[src/rtl/executor_pkg.sv]
// Shared types and helpers for the packet_executor program engine.
package executor_pkg;

  localparam int ADDR_BUS = 32;
  localparam int DATA_BUS = 32;

  typedef enum logic [3:0] {
    OP_HALT = 4'h0,
    OP_LI   = 4'h1,
    OP_LUI  = 4'h2,
    OP_ADD  = 4'h3,
    OP_SUB  = 4'h4,
    OP_AND  = 4'h5,
    OP_OR   = 4'h6,
    OP_XOR  = 4'h7,
    OP_SHL  = 4'h8,
    OP_SHR  = 4'h9,
    OP_LD   = 4'hA,
    OP_ST   = 4'hB,
    OP_ARG  = 4'hC,
    OP_BEQ  = 4'hD,
    OP_BNE  = 4'hE,
    OP_JMP  = 4'hF
  } opcode_t;

  typedef enum logic [1:0] {
    S_IDLE,
    S_FETCH,
    S_EXEC,
    S_DONE
  } state_t;

  localparam logic [3:0] WIDTH_B = 4'd1;
  localparam logic [3:0] WIDTH_H = 4'd2;
  localparam logic [3:0] WIDTH_W = 4'd4;

  function automatic opcode_t ir_op(input logic [31:0] ir);
    return opcode_t'(ir[31:28]);
  endfunction

  function automatic logic [3:0] ir_rd(input logic [31:0] ir);
    return ir[27:24];
  endfunction

  function automatic logic [3:0] ir_rs(input logic [31:0] ir);
    return ir[23:20];
  endfunction

  function automatic logic [3:0] ir_rt(input logic [31:0] ir);
    return ir[19:16];
  endfunction

  function automatic logic [15:0] ir_imm(input logic [31:0] ir);
    return ir[15:0];
  endfunction

  // Unsupported width codes fall back to a full word access.
  function automatic logic [3:0] width_norm(input logic [3:0] code);
    case (code)
      WIDTH_B, WIDTH_H: return code;
      default:          return WIDTH_W;
    endcase
  endfunction

endpackage

[src/rtl/exec_alu.sv]
// Combinational ALU for packet_executor: result and branch-taken flag.
module exec_alu
  import executor_pkg::*;
#(
  parameter int DATA_W = DATA_BUS
) (
  input  logic [3:0]        op,
  input  logic [DATA_W-1:0] rs_val,
  input  logic [DATA_W-1:0] rt_val,
  input  logic [15:0]       imm,
  output logic [DATA_W-1:0] result,
  output logic              taken
);

  always_comb begin
    result = '0;
    taken  = 1'b0;
    case (opcode_t'(op))
      OP_LI:   result = DATA_W'(imm);
      OP_LUI:  result = DATA_W'({imm, 16'h0000});
      OP_ADD:  result = rs_val + rt_val;
      OP_SUB:  result = rs_val - rt_val;
      OP_AND:  result = rs_val & rt_val;
      OP_OR:   result = rs_val | rt_val;
      OP_XOR:  result = rs_val ^ rt_val;
      OP_SHL:  result = rs_val << imm[4:0];
      OP_SHR:  result = rs_val >> imm[4:0];
      OP_BEQ:  taken  = (rs_val == rt_val);
      OP_BNE:  taken  = (rs_val != rt_val);
      default: ;
    endcase
  end

endmodule

[src/rtl/packet_executor.sv]
// In-order program executor: fetch/exec FSM, 16-entry register file, memory master.
// Define EXECUTOR_WATCHDOG_EN to stop runaway programs after 1024 instructions.
module packet_executor
  import executor_pkg::*;
#(
  parameter int ADDR_W = ADDR_BUS,
  parameter int DATA_W = DATA_BUS
) (
  input  logic              clk,
  input  logic              rst,
  input  logic              start_i,
  input  logic [ADDR_W-1:0] start_addr_i,
  input  logic [ADDR_W-1:0] args_start_i,
  output logic              mem_ce_o,
  output logic              mem_we_o,
  output logic [ADDR_W-1:0] mem_addr_o,
  output logic [3:0]        mem_width_o,
  output logic [DATA_W-1:0] mem_data_o,
  input  logic [DATA_W-1:0] mem_data_i,
  output logic              ready_o
);

  state_t            state;
  logic [ADDR_W-1:0] pc;
  logic [31:0]       ir;
  logic [DATA_W-1:0] regs [16];

  opcode_t           op;
  logic [3:0]        rd, rs, rt;
  logic [15:0]       imm;
  logic [DATA_W-1:0] rd_val, rs_val, rt_val;
  logic [DATA_W-1:0] alu_result;
  logic              taken;
  logic [ADDR_W-1:0] ld_st_addr, arg_addr, next_pc;
  logic [3:0]        acc_width;
  logic [DATA_W-1:0] byte_mask, wr_data;
  logic              wr_en;
  logic              wd_expire;

  assign op  = ir_op(ir);
  assign rd  = ir_rd(ir);
  assign rs  = ir_rs(ir);
  assign rt  = ir_rt(ir);
  assign imm = ir_imm(ir);

  assign rd_val = (rd == 4'd0) ? '0 : regs[rd];
  assign rs_val = (rs == 4'd0) ? '0 : regs[rs];
  assign rt_val = (rt == 4'd0) ? '0 : regs[rt];

  exec_alu #(.DATA_W(DATA_W)) u_alu (
    .op     (ir[31:28]),
    .rs_val (rs_val),
    .rt_val (rt_val),
    .imm    (imm),
    .result (alu_result),
    .taken  (taken)
  );

  assign ld_st_addr = ADDR_W'(rs_val) + ADDR_W'(imm);
  assign arg_addr   = args_start_i + (ADDR_W'(imm) << 2);
  assign acc_width  = width_norm(rt);

  always_comb begin
    case (acc_width)
      WIDTH_B: byte_mask = DATA_W'(8'hFF);
      WIDTH_H: byte_mask = DATA_W'(16'hFFFF);
      default: byte_mask = '1;
    endcase
  end

  always_comb begin
    next_pc = pc + ADDR_W'(4);
    wr_en   = 1'b0;
    wr_data = alu_result;
    case (op)
      OP_LI, OP_LUI, OP_ADD, OP_SUB, OP_AND, OP_OR, OP_XOR, OP_SHL, OP_SHR:
        wr_en = 1'b1;
      OP_LD: begin
        wr_en   = 1'b1;
        wr_data = mem_data_i & byte_mask;
      end
      OP_ARG: begin
        wr_en   = 1'b1;
        wr_data = mem_data_i;
      end
      OP_BEQ, OP_BNE: begin
        // Branch offset is relative to the branch's own address.
        if (taken) next_pc = pc + (ADDR_W'($signed(imm)) << 2);
      end
      OP_JMP:  next_pc = start_addr_i + (ADDR_W'(imm) << 2);
      default: ;
    endcase
  end

  // Reads must be combinational in the same cycle, so the port is decoded from state and IR.
  always_comb begin
    mem_ce_o    = 1'b0;
    mem_we_o    = 1'b0;
    mem_addr_o  = '0;
    mem_width_o = '0;
    mem_data_o  = '0;
    if (state == S_FETCH) begin
      mem_ce_o    = 1'b1;
      mem_addr_o  = pc;
      mem_width_o = WIDTH_W;
    end else if (state == S_EXEC) begin
      case (op)
        OP_LD: begin
          mem_ce_o    = 1'b1;
          mem_addr_o  = ld_st_addr;
          mem_width_o = acc_width;
        end
        OP_ST: begin
          mem_ce_o    = 1'b1;
          mem_we_o    = 1'b1;
          mem_addr_o  = ld_st_addr;
          mem_width_o = acc_width;
          mem_data_o  = rd_val & byte_mask;
        end
        OP_ARG: begin
          mem_ce_o    = 1'b1;
          mem_addr_o  = arg_addr;
          mem_width_o = WIDTH_W;
        end
        default: ;
      endcase
    end
  end

`ifdef EXECUTOR_WATCHDOG_EN
  logic [9:0] wd_cnt;

  always_ff @(posedge clk) begin
    if (rst) begin
      wd_cnt <= '0;
    end else if (state == S_IDLE && start_i) begin
      wd_cnt <= '0;
    end else if (state == S_EXEC) begin
      wd_cnt <= wd_cnt + 10'd1;
    end
  end

  assign wd_expire = (wd_cnt == '1);
`else
  assign wd_expire = 1'b0;
`endif

  always_ff @(posedge clk) begin
    if (rst) begin
      state   <= S_IDLE;
      pc      <= '0;
      ir      <= '0;
      ready_o <= 1'b0;
      for (int unsigned i = 0; i < 16; i++) regs[i] <= '0;
    end else begin
      case (state)
        S_IDLE: begin
          if (start_i) begin
            pc    <= start_addr_i;
            state <= S_FETCH;
            for (int unsigned i = 0; i < 16; i++) regs[i] <= '0;
          end
        end
        S_FETCH: begin
          ir    <= mem_data_i[31:0];
          state <= S_EXEC;
        end
        S_EXEC: begin
          if (wr_en && rd != 4'd0) regs[rd] <= wr_data;
          pc <= next_pc;
          if (op == OP_HALT || wd_expire) begin
            state   <= S_DONE;
            ready_o <= 1'b1;
          end else begin
            state <= S_FETCH;
          end
        end
        S_DONE: begin
          if (!start_i) begin
            state   <= S_IDLE;
            ready_o <= 1'b0;
          end
        end
        default: state <= S_IDLE;
      endcase
    end
  end

endmodule

[config.mk]
export PLATFORM = sky130hd
export DESIGN_NAME = packet_executor
export DESIGN_NICKNAME = d
export VERILOG_FILES = /design/src/rtl/executor_pkg.sv /design/src/rtl/exec_alu.sv /design/src/rtl/packet_executor.sv
export SDC_FILE = /design/constraint.sdc
export NUM_CORES = 2
export LEC_CHECK = 0
export ABC_AREA = 0
export CAP_MARGIN = 20
export CORE_MARGIN = 10
export CORE_UTILIZATION = 35
export DETAILED_ROUTE_END_ITERATION = 10
export GPL_TIMING_DRIVEN = 0
export PLACE_DENSITY = 0.51
export REMOVE_ABC_BUFFERS = 1
export SYNTH_ARGS = -nofsm -noshare
export SYNTH_HDL_FRONTEND = slang
export SYNTH_HIERARCHICAL = 1
export SYNTH_SLANG_ARGS = --single-unit
[constraint.sdc]
create_clock -name clk -period 13.85 [get_ports clk]
set_input_delay 2.77 -clock clk [delete_from_list [all_inputs] [get_ports clk]]
set_output_delay 2.77 -clock clk [all_outputs]
set_load 0.05 [all_outputs]
==> impl_metrics.py <==
metrics = {
    "final_layout": {
        "final_nets": 4848,
        "drive_above_1_share_pct": 16.68,
        "antenna_cells": 0,
        "fillers": 13260,
        "instances_no_fill": 6421,
        "synthToLayoutAreaGrowth_pct": 14.46,
    },
    "synthesis": {
        "postSynth.topFlopCell": "sky130_fd_sc_hd__edfxtp_1",
        "cells_after_synthesis": 4576,
        "synth_sequential_area_ratio_pct": 35.21,
        "post-synth-top-count-cell": "sky130_fd_sc_hd__nor2_1",
        "synthDominantAreaCellType": "sky130_fd_sc_hd__edfxtp_1",
        "synthesis.area_per_instance_um2": 10.52,
        "post_synth_num_cell_types": 106,
        "yosysWarningCount": 6,
        "synth_enable_flop_cells": 512,
        "syn_area_mm2": 0.04815,
        "synth.cells.most_frequent": "729 x sky130_fd_sc_hd__nor2_1, 512 x sky130_fd_sc_hd__edfxtp_1, 432 x sky130_fd_sc_hd__mux4_2, 286 x sky130_fd_sc_hd__nand2_1, 272 x sky130_fd_sc_hd__a21oi_1",
        "top_cells_by_area_synth": "sky130_fd_sc_hd__edfxtp_1 32%, sky130_fd_sc_hd__mux4_2 20%, sky130_fd_sc_hd__nor2_1 5.7%, sky130_fd_sc_hd__ha_1 4.6%, sky130_fd_sc_hd__dfxtp_1 3.3%",
        "async_reset_ff_share_pct": 0,
        "synth_top_area_share_pct": 31.93,
        "synth.ff_latch_count": 591,
    },
    "setup_path": {
        "critPathArrivalTime_ps": 7670,
        "timing.critical_path.slowest_cell_delay_ps": 930,
        "crit_top_cell": "sky130_fd_sc_hd__clkdlybuf4s50_1",
        "timing.critical_path.to_type": "primary output",
        "setup_slack_on_the_worst_flop_to_flop_path_ps": 5880,
        "path_class": "input port to primary output",
        "crit-reg2reg-capture": "pc[31]",
        "worst_r2r_path_depth": 19,
        "crit_required_ps": 11080,
        "cp_slowest_cell": "sky130_fd_sc_hd__clkdlybuf4s50_1",
        "cp_cell_sequence": "clkdlybuf4s50_1, ha_1, inv_1, fa_1, nor2b_1, o31a_1, o31ai_1, nand3_1, a41oi_2, xor2_1, o21ai_0, clkdlybuf4s50_1",
        "worst-path-buf-inv": 3,
        "cpLargestDelayFamily": "compound AO/OA/AOI/OAI gates",
        "worstSetupStartpointType": "input port",
        "critical_path_peak_fanout": 12,
    },
    "drt": {
        "route.final.wire_length_mm": 210.7,
        "drt_pre_antenna_iters": 9,
        "drcViolationCount": 0,
        "detail_route.wl_per_cell_um": 32.81,
        "drt_iter0_drc": 5696,
        "antenna_left": 0,
        "drt-vias-per-instance": 6.481,
        "via_count": 41620,
    },
    "sta": {
        "report.final.setup_viol": 0,
        "layout_setup_ws_ps": 3414,
        "setup_repair_after_global_routing_missed_its_margin": "no",
        "timing.max_slew.rel_slack_pct": 6.401,
        "final.setup_skew_ps": 39.69,
        "hold_slack_ps": 499.9,
        "maxClockFrequency_mhz": 95.83,
        "hold_violations": 0,
        "maxSlewViolCount": 0,
        "timing.final.crit_share_pct": 75.35,
        "finalCriticalPeriod_ps": 10440,
        "tightestPinTransition_ps": 1404,
    },
    "clock_network": {
        "worstSkewPairLatency_ps": 700,
        "max-clock-path-buffers": 3,
        "cts.hold.buffers_added": 0,
        "post_cts_resize_count": 0,
        "cts_tree": "built",
        "cts_setup_buffers": 0,
        "htree_num_levels": 3,
        "cts-root-buf": "sky130_fd_sc_hd__clkbuf_16",
        "clkSinkCount": 591,
        "cts_clk_pin_slew_worst_paths_ps": 60,
        "cts_inserted_buffers": 73,
    },
    "global_routing": {
        "antenna_found_initial": 3,
        "grt-ovfl-total": 0,
        "grt_max_degree": 82,
        "grt_pass1_vias": 40370,
        "grt_pass1_wl_mm": 298.9,
        "grt_util_all_layers_pct": 26.73,
    },
    "floorplan": {
        "rows": 136,
        "floorplan.die.width_um": 390.9,
        "core_region_area_mm2": 0.1372,
        "initial_core_util_pct": 35.11,
        "io-pin-count": 170,
        "floorplan.die.height_um": 390.9,
        "design.die.area_mm2": 0.1528,
    },
    "placement": {
        "pre_cts_slack_ps": 3365,
        "routabilityCongestion": 1.005,
        "placed_wire_length_estimate_after_detailed_placement_mm": 145.0,
        "placement.io_buffers": 168,
        "placed_cells_incl_taps": 6275,
    },
    "hold_path": {
        "cell_depth_of_the_worst_hold_path": 2,
        "hold_start": "ir[18]",
        "min_path_type": "flip-flop to flip-flop",
    },
    "power": {
        "peakVddDrop_mv": 0.09109,
        "p_per_area_mw_per_mm2": 110.2,
        "total_leakage_power_uw": 0.01881,
    },
    "run_status": {
        "result_of_the_run": "finished clean",
    },
    "job": {
        "max_cap_viol": 0,
    },
}
-- worst register-to-register path, cell delays in order, from the launching register on --
cell                        delay [ps]
sky130_fd_sc_hd__dfxtp_4           870
sky130_fd_sc_hd__buf_16            370
sky130_fd_sc_hd__buf_16            370
sky130_fd_sc_hd__mux4_2            630
sky130_fd_sc_hd__mux4_2            510
sky130_fd_sc_hd__and2_1            330
sky130_fd_sc_hd__inv_1             190
sky130_fd_sc_hd__ha_1              390
sky130_fd_sc_hd__or4_4             570
sky130_fd_sc_hd__nor4_1            570
sky130_fd_sc_hd__nand4_1           340
sky130_fd_sc_hd__nor2_1            170
sky130_fd_sc_hd__a21oi_1            80
sky130_fd_sc_hd__nor2_1            640
sky130_fd_sc_hd__and2_1            540
sky130_fd_sc_hd__nand2_1           420
sky130_fd_sc_hd__or3_1             460
sky130_fd_sc_hd__mux2i_1           140
sky130_fd_sc_hd__a2111oi_0          90
sky130_fd_sc_hd__a21boi_1          200
-- registers in the layout (all words and copies together), names as in the netlist, named ones only --
name and cells:
state 2, ready_o 1, pc 32, regs 512, ir 32
-- worst max path at each step --
stage	cells after the start	end	startpoint
2_1_floorplan	12	mem_addr_o[17]	flip-flop
3_3_place_gp	17	pc[22]	flip-flop
3_5_place_dp	12	mem_addr_o[18]	args_start_i[2]
4_1_cts	12	mem_addr_o[18]	args_start_i[2]
5_1_grt	12	mem_addr_o[18]	args_start_i[2]
6_report	12	mem_addr_o[18]	args_start_i[2]
-- report_power, final --
group | leakage (uW) | switching, uW | internal (uW)
combinational | 0.0115 | 1180 | 712
clock | 0.00117 | 841 | 1120
sequential | 0.00618 | 160 | 2060
-- metal layers --
layer  routed length [um]  GRT usage [%]  part of all wire (%)  vias up
met5                   27              0                 0.013        -
met4                10590          11.91                   5.0        4
met3                20090          5.212                   9.5      437
met2                97420          42.90                    46     2457
met1                82550          34.88                    39    21070
li1                     -              -                     -    17650
-- final cells by class --
cell class	count	area, um2	share of cell area [%]
multi-input cells	3489	29480	53.48
flip-flops and latches	591	17010	30.86
repair buffers	269	3437	6.236
well taps	1794	2245	4.072
clock buffers	91	1946	3.530
inverters	143	540.5	0.9807
clock inverters	44	462.9	0.8399
-- logic make-up (layout without fill, tap and decap cells) --
kind of cell               after synthesis  in the layout  synth area share [%]
and+or+nand+nor                       1476           1476                 13.89
AOI/OAI and AO/OA                     1084           1084                 15.06
muxes                                  609            609                 24.56
DFF                                    591            591                 35.21
buffers and inverters                  528            547                 4.537
adders and majority gates              182            182                 4.822
xor gates and xnor gates               105            105                 1.910
other                                    1             33              0.007787
-- cells in the final DEF (no fill, tap or decap), drive strengths merged, types with 27 or more instances in the layout --
cell type,Yosys,layout
clkbuf,270,91
a31oi,31,31
mux2i,133,133
nand4,28,28
buf,115,102
conb,1,33
nor2,729,729
a211oi,104,104
edfxtp,512,512
nand3,71,71
nand2b,33,33
a21oi,273,273
o22ai,45,45
o221ai,37,37
or3,27,27
a22oi,54,54
a221oi,30,30
a21o,54,54
and2,45,45
mux4,450,450
xor2,39,39
xnor2,66,66
nor2b,88,88
inv,141,145
clkinv,2,34
nand2,286,286
dfxtp,79,79
ha,176,176
clkdlybuf4s50,0,167
o211ai,34,34
o21ai,201,201
nor3,60,60
-- metrics by stage --
| stage | power [uW] | setup TNS, ps | area [um2] | utilization (%) |
|---|---|---|---|---|
| after CTS | 6034 | 0 | 55040 | 40.13 |
| after floorplan | 3373 | 0 | 46630 | - |
| after global routing | 6274 | 0 | 55120 | 40.19 |
| final | 6075 | 0 | 55120 | 40.19 |
| after global placement | 4087 | -257120 | 50550 | 36.86 |
| after detailed placement | 4081 | 0 | 52630 | 38.37 |
(Power assumes the default switching activity.)
